## config.mk

```make
export PLATFORM = sky130hd
export DESIGN_NAME = mux_arbiter
export DESIGN_NICKNAME = d
export VERILOG_FILES = /design/src/rtl/mux_arbiter_pkg.sv /design/src/rtl/mux_arbiter_dp.sv /design/src/rtl/mux_arbiter.sv
export SDC_FILE = /design/constraint.sdc
export NUM_CORES = 1
export LEC_CHECK = 0
export ABC_CLOCK_PERIOD_IN_PS = 3900
export CORE_AREA = 4 4 41 43
export DETAILED_ROUTE_END_ITERATION = 8
export DIE_AREA = 0 0 45 47
export PLACE_DENSITY = 0.54
export RECOVER_POWER = 100
export SLEW_MARGIN = 5
export SYNTH_ARGS = -nofsm -noshare
export SYNTH_HDL_FRONTEND = slang
export SYNTH_SLANG_ARGS = --single-unit
```

## constraint.sdc

```tcl
create_clock -name clk -period 3.9 [get_ports clk]
set_clock_uncertainty 0.1 [all_clocks]
set_input_delay 0.78 -clock clk [delete_from_list [all_inputs] [get_ports clk]]
set_output_delay 0.78 -clock clk [all_outputs]
set_load 0.01 [all_outputs]
```

## src/rtl/mux_arbiter_pkg.sv

```systemverilog
// +----------------------------------------------------------------------+
// | mux_arbiter_pkg                                                      |
// | State encoding and defaults shared by the mux arbiter and datapath.  |
// | Rev 1.0 - initial release                                            |
// +----------------------------------------------------------------------+
`default_nettype none

package mux_arbiter_pkg;
    localparam int c_STATE_W = 2;

    localparam logic [c_STATE_W-1:0] c_IDLE = 2'd0;
    localparam logic [c_STATE_W-1:0] c_G1   = 2'd1;
    localparam logic [c_STATE_W-1:0] c_G2   = 2'd2;

    localparam int c_MAX_HOLD_DEF = 8;
endpackage

`default_nettype wire

```

## src/rtl/mux_arbiter_dp.sv

```systemverilog
// +----------------------------------------------------------------------+
// | mux_arbiter_dp                                                       |
// | Registered 2:1 mux output word with valid flag, loaded while granted.|
// | Rev 1.0 - initial release                                            |
// +----------------------------------------------------------------------+
`default_nettype none

module mux_arbiter_dp #(
    parameter int WIDTH = 1
) (
    input  logic             clk,
    input  logic             rst_n,
    input  logic             i_gnt,
    input  logic             i_sel,
    input  logic [WIDTH-1:0] i_in1,
    input  logic [WIDTH-1:0] i_in2,
    output logic [WIDTH-1:0] o_out,
    output logic             o_valid
);

    logic [WIDTH-1:0] r_out;
    logic             r_valid;

    always_ff @(posedge clk or negedge rst_n) begin
        if (!rst_n) begin
            r_out   <= '0;
            r_valid <= 1'b0;
        end else begin
            r_valid <= i_gnt;
            if (i_gnt) begin
                r_out <= i_sel ? i_in2 : i_in1;
            end
        end
    end

    assign o_out   = r_out;
    assign o_valid = r_valid;

endmodule

`default_nettype wire

```

## src/rtl/mux_arbiter.sv

```systemverilog
// +----------------------------------------------------------------------+
// | mux_arbiter                                                          |
// | Round-robin two-requester arbiter owning the shared mux select.      |
// | Option: MUX_ARBITER_TIMEOUT_EN bounds a contested grant to MAX_HOLD. |
// | Rev 1.0 - initial release                                            |
// +----------------------------------------------------------------------+
`default_nettype none

module mux_arbiter
    import mux_arbiter_pkg::*;
#(
    parameter int WIDTH    = 1,
    parameter int MAX_HOLD = c_MAX_HOLD_DEF
) (
    input  logic             clk,
    input  logic             rst_n,
    input  logic             req1,
    input  logic             req2,
    input  logic [WIDTH-1:0] in1,
    input  logic [WIDTH-1:0] in2,
    output logic             gnt1,
    output logic             gnt2,
    output logic             sel,
    output logic [WIDTH-1:0] out,
    output logic             valid
);

    logic [c_STATE_W-1:0] r_state;
    logic [c_STATE_W-1:0] w_next;
    logic                 r_last;   // 0: requester 1 granted last, 1: requester 2
    logic                 r_sel;
    logic                 w_hold_max;

`ifdef MUX_ARBITER_TIMEOUT_EN
    localparam int                    c_HOLD_W    = (MAX_HOLD > 2) ? $clog2(MAX_HOLD) : 1;
    localparam logic [c_HOLD_W-1:0]   c_HOLD_LAST = c_HOLD_W'(MAX_HOLD - 1);

    logic [c_HOLD_W-1:0] r_hold;

    // Saturates at the limit so an uncontested grant simply continues.
    always_ff @(posedge clk or negedge rst_n) begin
        if (!rst_n) begin
            r_hold <= '0;
        end else if (r_state == c_IDLE) begin
            r_hold <= '0;
        end else if (!w_hold_max) begin
            r_hold <= r_hold + 1'b1;
        end
    end

    assign w_hold_max = (r_hold == c_HOLD_LAST);
`else
    assign w_hold_max = 1'b0;
`endif

    always_ff @(posedge clk or negedge rst_n) begin
        if (!rst_n) begin
            r_state <= c_IDLE;
            r_last  <= 1'b1;
            r_sel   <= 1'b0;
        end else begin
            r_state <= w_next;
            if (r_state == c_IDLE && w_next == c_G1) begin
                r_last <= 1'b0;
                r_sel  <= 1'b0;
            end else if (r_state == c_IDLE && w_next == c_G2) begin
                r_last <= 1'b1;
                r_sel  <= 1'b1;
            end
        end
    end

    // Grants only ever return to IDLE, guaranteeing a gap on every handover.
    always_comb begin
        w_next = r_state;
        case (r_state)
            c_IDLE: begin
                if (req1 && req2) begin
                    w_next = r_last ? c_G1 : c_G2;
                end else if (req1) begin
                    w_next = c_G1;
                end else if (req2) begin
                    w_next = c_G2;
                end
            end
            c_G1: begin
                if (!req1 || (w_hold_max && req2)) begin
                    w_next = c_IDLE;
                end
            end
            c_G2: begin
                if (!req2 || (w_hold_max && req1)) begin
                    w_next = c_IDLE;
                end
            end
            default: w_next = c_IDLE;
        endcase
    end

    always_comb begin
        gnt1 = (r_state == c_G1);
        gnt2 = (r_state == c_G2);
        sel  = r_sel;
    end

    mux_arbiter_dp #(
        .WIDTH (WIDTH)
    ) u_dp (
        .clk     (clk),
        .rst_n   (rst_n),
        .i_gnt   (gnt1 | gnt2),
        .i_sel   (r_sel),
        .i_in1   (in1),
        .i_in2   (in2),
        .o_out   (out),
        .o_valid (valid)
    );

endmodule

`default_nettype wire

```

; ---- Word-level counts from Yosys, hierarchy flattened
; Cells that the tools add are included.
[totals]
regBits = 6
input_bits = 6
out_inout_bits = 5
elab_cells = 25
[classes]
n_eq_ne = 4
n_mux = 10
bitwise = 1
n_reduce_logical = 5
[ops]
columns = operator, count
row1 = 2-bit two-way mux, 6
row2 = 2-bit one-hot mux with 3 select lines, 1
row3 = 2-bit by 1-bit equality test with 1-bit output (second input constant), 2
row4 = 2-bit equality test (second input constant), 2
row5 = 1-bit logical AND, 3
row6 = 1-bit two-way mux, 3
row7 = 2-bit logical NOT, 1
row8 = 2-bit nonzero test, 1
row9 = 1-bit bitwise OR, 1

; ---- Logic depth before layout (Yosys ltp)
[logic_depth]
ltp_word = 8
mapped_depth = 6
depth_no_buf = 6

; ---- Modules after synthesis
; From an unflattened synthesis, not the netlist that was laid out.
[unflattened]
cells_unflattened = 43
area_unflattened_um2 = 402.9
[modules_own_cells]
columns = module, n_inst, cells_per_inst, area_each_um2, seq_area_each_um2
row1 = mux_arbiter, 1, 38, 334.1, 101.3
row2 = mux_arbiter_dp, 1, 5, 68.8, 50.0

; ---- Worst setup path after synthesis
; OpenSTA, ideal clock, no wires.
[synth_path]
path_kind = register to output
start = reg r_state[1]
end = out gnt1
arrival_ns = 0.746
t_required_ns = 3.020
slack_ns = 2.274
path_stages_with_launch = 3
n_path_buf = 0
cell_sequence = dfrtp_1 -> inv_1 -> ha_1
[synth_between]
elab_chain_len = 1
[synth_lines]
columns = item, line_no
row1 = from (decl), mux_arbiter.sv:28  ; logic [c_STATE_W-1:0] r_state;
row2 = from (signal assigned), mux_arbiter.sv:58  ; r_state <= c_IDLE;
row3 = from (signal assigned), mux_arbiter.sv:62  ; r_state <= w_next;
row4 = 2-bit by 1-bit equality test with 1-bit output, mux_arbiter.sv:101  ; gnt1 = (r_state == c_G1);
row5 = to (decl), mux_arbiter.sv:21  ; output logic gnt1,
; No other way between the ends.

; ---- Worst setup path after layout
; Same ends and word-level chain as after synthesis.

==> results.md <==
- Status: completed
- Total Routing Usage GR: 8.84%
- Sink Count: 6
- Final count of negative-setup-slack endpoints: 0
- TritonCTS clock tree: done
- Synth Cell Area: 402 um2
- Rows: 13
- Yosys warnings: 0
- Final Critical Period: 2.53 ns
- Post CTS Setup Buffer Count: 0
- Cell count after synthesis: 42
- Reg clk slew, reported paths: 0.05 ns
- DR iter-0 viols: 4
- Rel. slew slack: between 70% and 80%
- XOR/XNOR share of the synthesized area: 0%
- Final period util: about two thirds
- Least-Margin Pin Slew: 0.318 ns
- Top-Level Pins: 11
- Routed WL per cell: 10.5 um
- Hold buffers post-CTS: 0
- Yosys cell types: 21
- Gr ovfl total: 0
- Routed wire length: around 740 um
- Peak VDD IR: 0.371 mV
- Synth Area in Simple Gates: 11.8%
- Max Transition Viols Final: 0
- Main combinational cell family by area after synthesis: compound AO/OA/AOI/OAI gates
- Root Buffer: clkbuf_4
- Synth Area in Adders: 12.5%
- # Max-Cap Violations: 0
- CP arrival: between 1.5 and 2 ns
- Leak: 0.252 nW
- Startpoint Class: register
- DP HPWL: just under 600 um
- Hold Slack: around 0.42 ns
- Routability cong.: 0.682
- R2R Setup Slk: roughly 2.3 ns
- Vias per cell: between 4 and 5
- Num CTS Buffers: 3
- Slowest cell on crit path: dlygate4sd3_1
- Antenna violations before repair: 0
- Hold Path Class: register to register
- Initial Util: between 30% and 40%
- Largest net degree at the start of global routing: 9
- Setup tns final: 0 ns
- Post-Route Utilization: 40.9%
- First-pass iteration count of the detailed router: 4
- HP Start: r_last
- R2r endpoint: sel
- Die W: 45 um
- Delay of the slowest critical-path stage: 0.62 ns
- Max Fclk: between 300 and 400 MHz
- PortBufs: 10
- Critical Path End Type: primary output
- Register area share after synthesis: 37.7%
- Routed Antenna Nets: 0
- Area growth syn-to-layout: 32.4%
- Critical R2R Launch: r_state[0]
- Endpoints failing hold: 0
- Hold Path Stages: 2
- Die Y: 47 um
- Std-Cell Core Area: 0.00130 mm2
- Post-Syn Nets: 52
- Crit path required time: between 3 and 4 ns
- RSZ-0062 raised after global routing: no
- Post-synthesis mux area share: 2.49%
- Setup Crit Path Kind: register to primary output
- First-pass GRT wire length: 1260 um
- Longest Clk Path Bufs: 2
- Via count: roughly 330
- DRC Markers: 0
- Proportion of layout cells with a drive suffix above 1: 10.9%
- Endpoint, Worst Hold: r_last
- PD cells: a little over 700 mW/mm2
- Worst-path maximum fanout: 6
- Fin nets: 66
- Critical path, cell by cell: inv_1 -> ha_1 -> dlygate4sd3_1
- Worst R2R Path Depth: 6
- Post_cts resized: 0
- Register bit total from synthesis: 6
- Post-synthesis compound-gate area fraction: 29.0%
- Antenna Cells: 0
- Non-Filler Instances: 70
- Vias in the first global route: 302
- Worst skew pair latency: 0.24 ns
- Placed Instances: between 60 and 70
- Syn Area/Cell: ~9.6 um2
- CTS HTree Levels: 1
- Die area: 0.00212 mm2
-- state kept, by name, summed over array words and instances, names as in the netlist --
register,cells
r_state,2
r_last,1
sel,1
u_dp.o_out,1
u_dp.o_valid,1
-- cells in the final DEF (no fill, tap or decap) --
cell type	n
nor2_1	4
o21a_1	1
a22o_2	1
o2bb2ai_1	1
ha_1	4
o22ai_1	3
a21boi_1	2
a21o_1	1
mux2i_1	1
dfrtp_1	5
a22oi_1	2
clkbuf_4	3
inv_1	4
nor2b_1	1
nand2b_4	1
nand2_1	2
dlygate4sd3_1	8
clkdlybuf4s50_1	2
a21oi_1	4
dfstp_2	1
nand3_1	1
clkbuf_1	1
o21ai_0	2
-- cells by family after synthesis --
logic type,after synthesis
flip-flops,6
buffers and inverters,5
multiplexers,1
AO/OA/AOI/OAI,17
AND/OR/NAND/NOR,9
adder cells (fa/ha/maj),4
-- critical path: cells and delay by family, from the launching register on --
family | cells | cell delay [ns]
adders and majority gates | 1 | 0.23
buffers and inverters | 2 | 0.74
DFF | 1 | 0.43
-- through the flow --
step	power [mW]	area [um2]	setup WS (ns)
2_1_floorplan	0.258	402	2.27
3_3_place_gp	0.340	509	1.68
3_5_place_dp	0.336	509	1.68
4_1_cts	0.402	536	1.41
5_1_grt	0.417	532	1.26
6_report	0.380	532	1.37
-- worst max path at each step --
| stage | from | to | slack [ns] |
|---|---|---|---|
| floorplan | r_state[1] | gnt1 | 2.27 |
| detailed placement | r_state[1] | gnt1 | 1.68 |
| global route | r_state[1] | gnt1 | 1.26 |
| CTS | r_state[1] | gnt1 | 1.41 |
| global placement | r_state[1] | gnt1 | 1.68 |
| finish | r_state[1] | gnt1 | 1.37 |
-- final cells by class --
cell class | count | area, um2
clock buffers | 4 | 26.3
fillers | 143 | 769
inverters | 4 | 15.0
well taps | 15 | 18.8
multi-input cells | 31 | 220
flip-flops and latches | 6 | 151
repair buffers | 10 | 100
-- cells in the mapped netlist, drive strengths merged --
library cell	number	area, um2
a21oi	4	23.8
mux2i	1	10.0
ha	4	50.1
nand2b	1	13.8
nand2	2	7.51
inv	4	15.0
o21a	1	7.51
o21ai	2	10.0
o2bb2ai	1	8.76
o22ai	3	18.8
nor2	4	15.0
buf	1	11.3
dfstp	1	26.3
a21o	1	7.51
a22oi	2	15.0
nand3	1	5.00
a21boi	2	15.0
dfrtp	5	125
a22o	1	10.0
nor2b	1	6.26
-- per-layer routing --
layer	part of all wire, %	track usage [%]	up-vias
met3	5.8	5.75	0
met5	0	0	-
met1	51	11.7	148
met2	43	10.5	9
met4	0	5.26	0
li1	-	-	177
-- report_power, final --
group          leakage [nW]  switching (mW)  internal, mW
sequential           0.0697          0.0291        0.0951
combinational         0.167          0.0922         0.102
clock                0.0150          0.0231        0.0388
total                 0.252           0.144         0.236
Note: power is estimated with default switching activity, not from simulation.
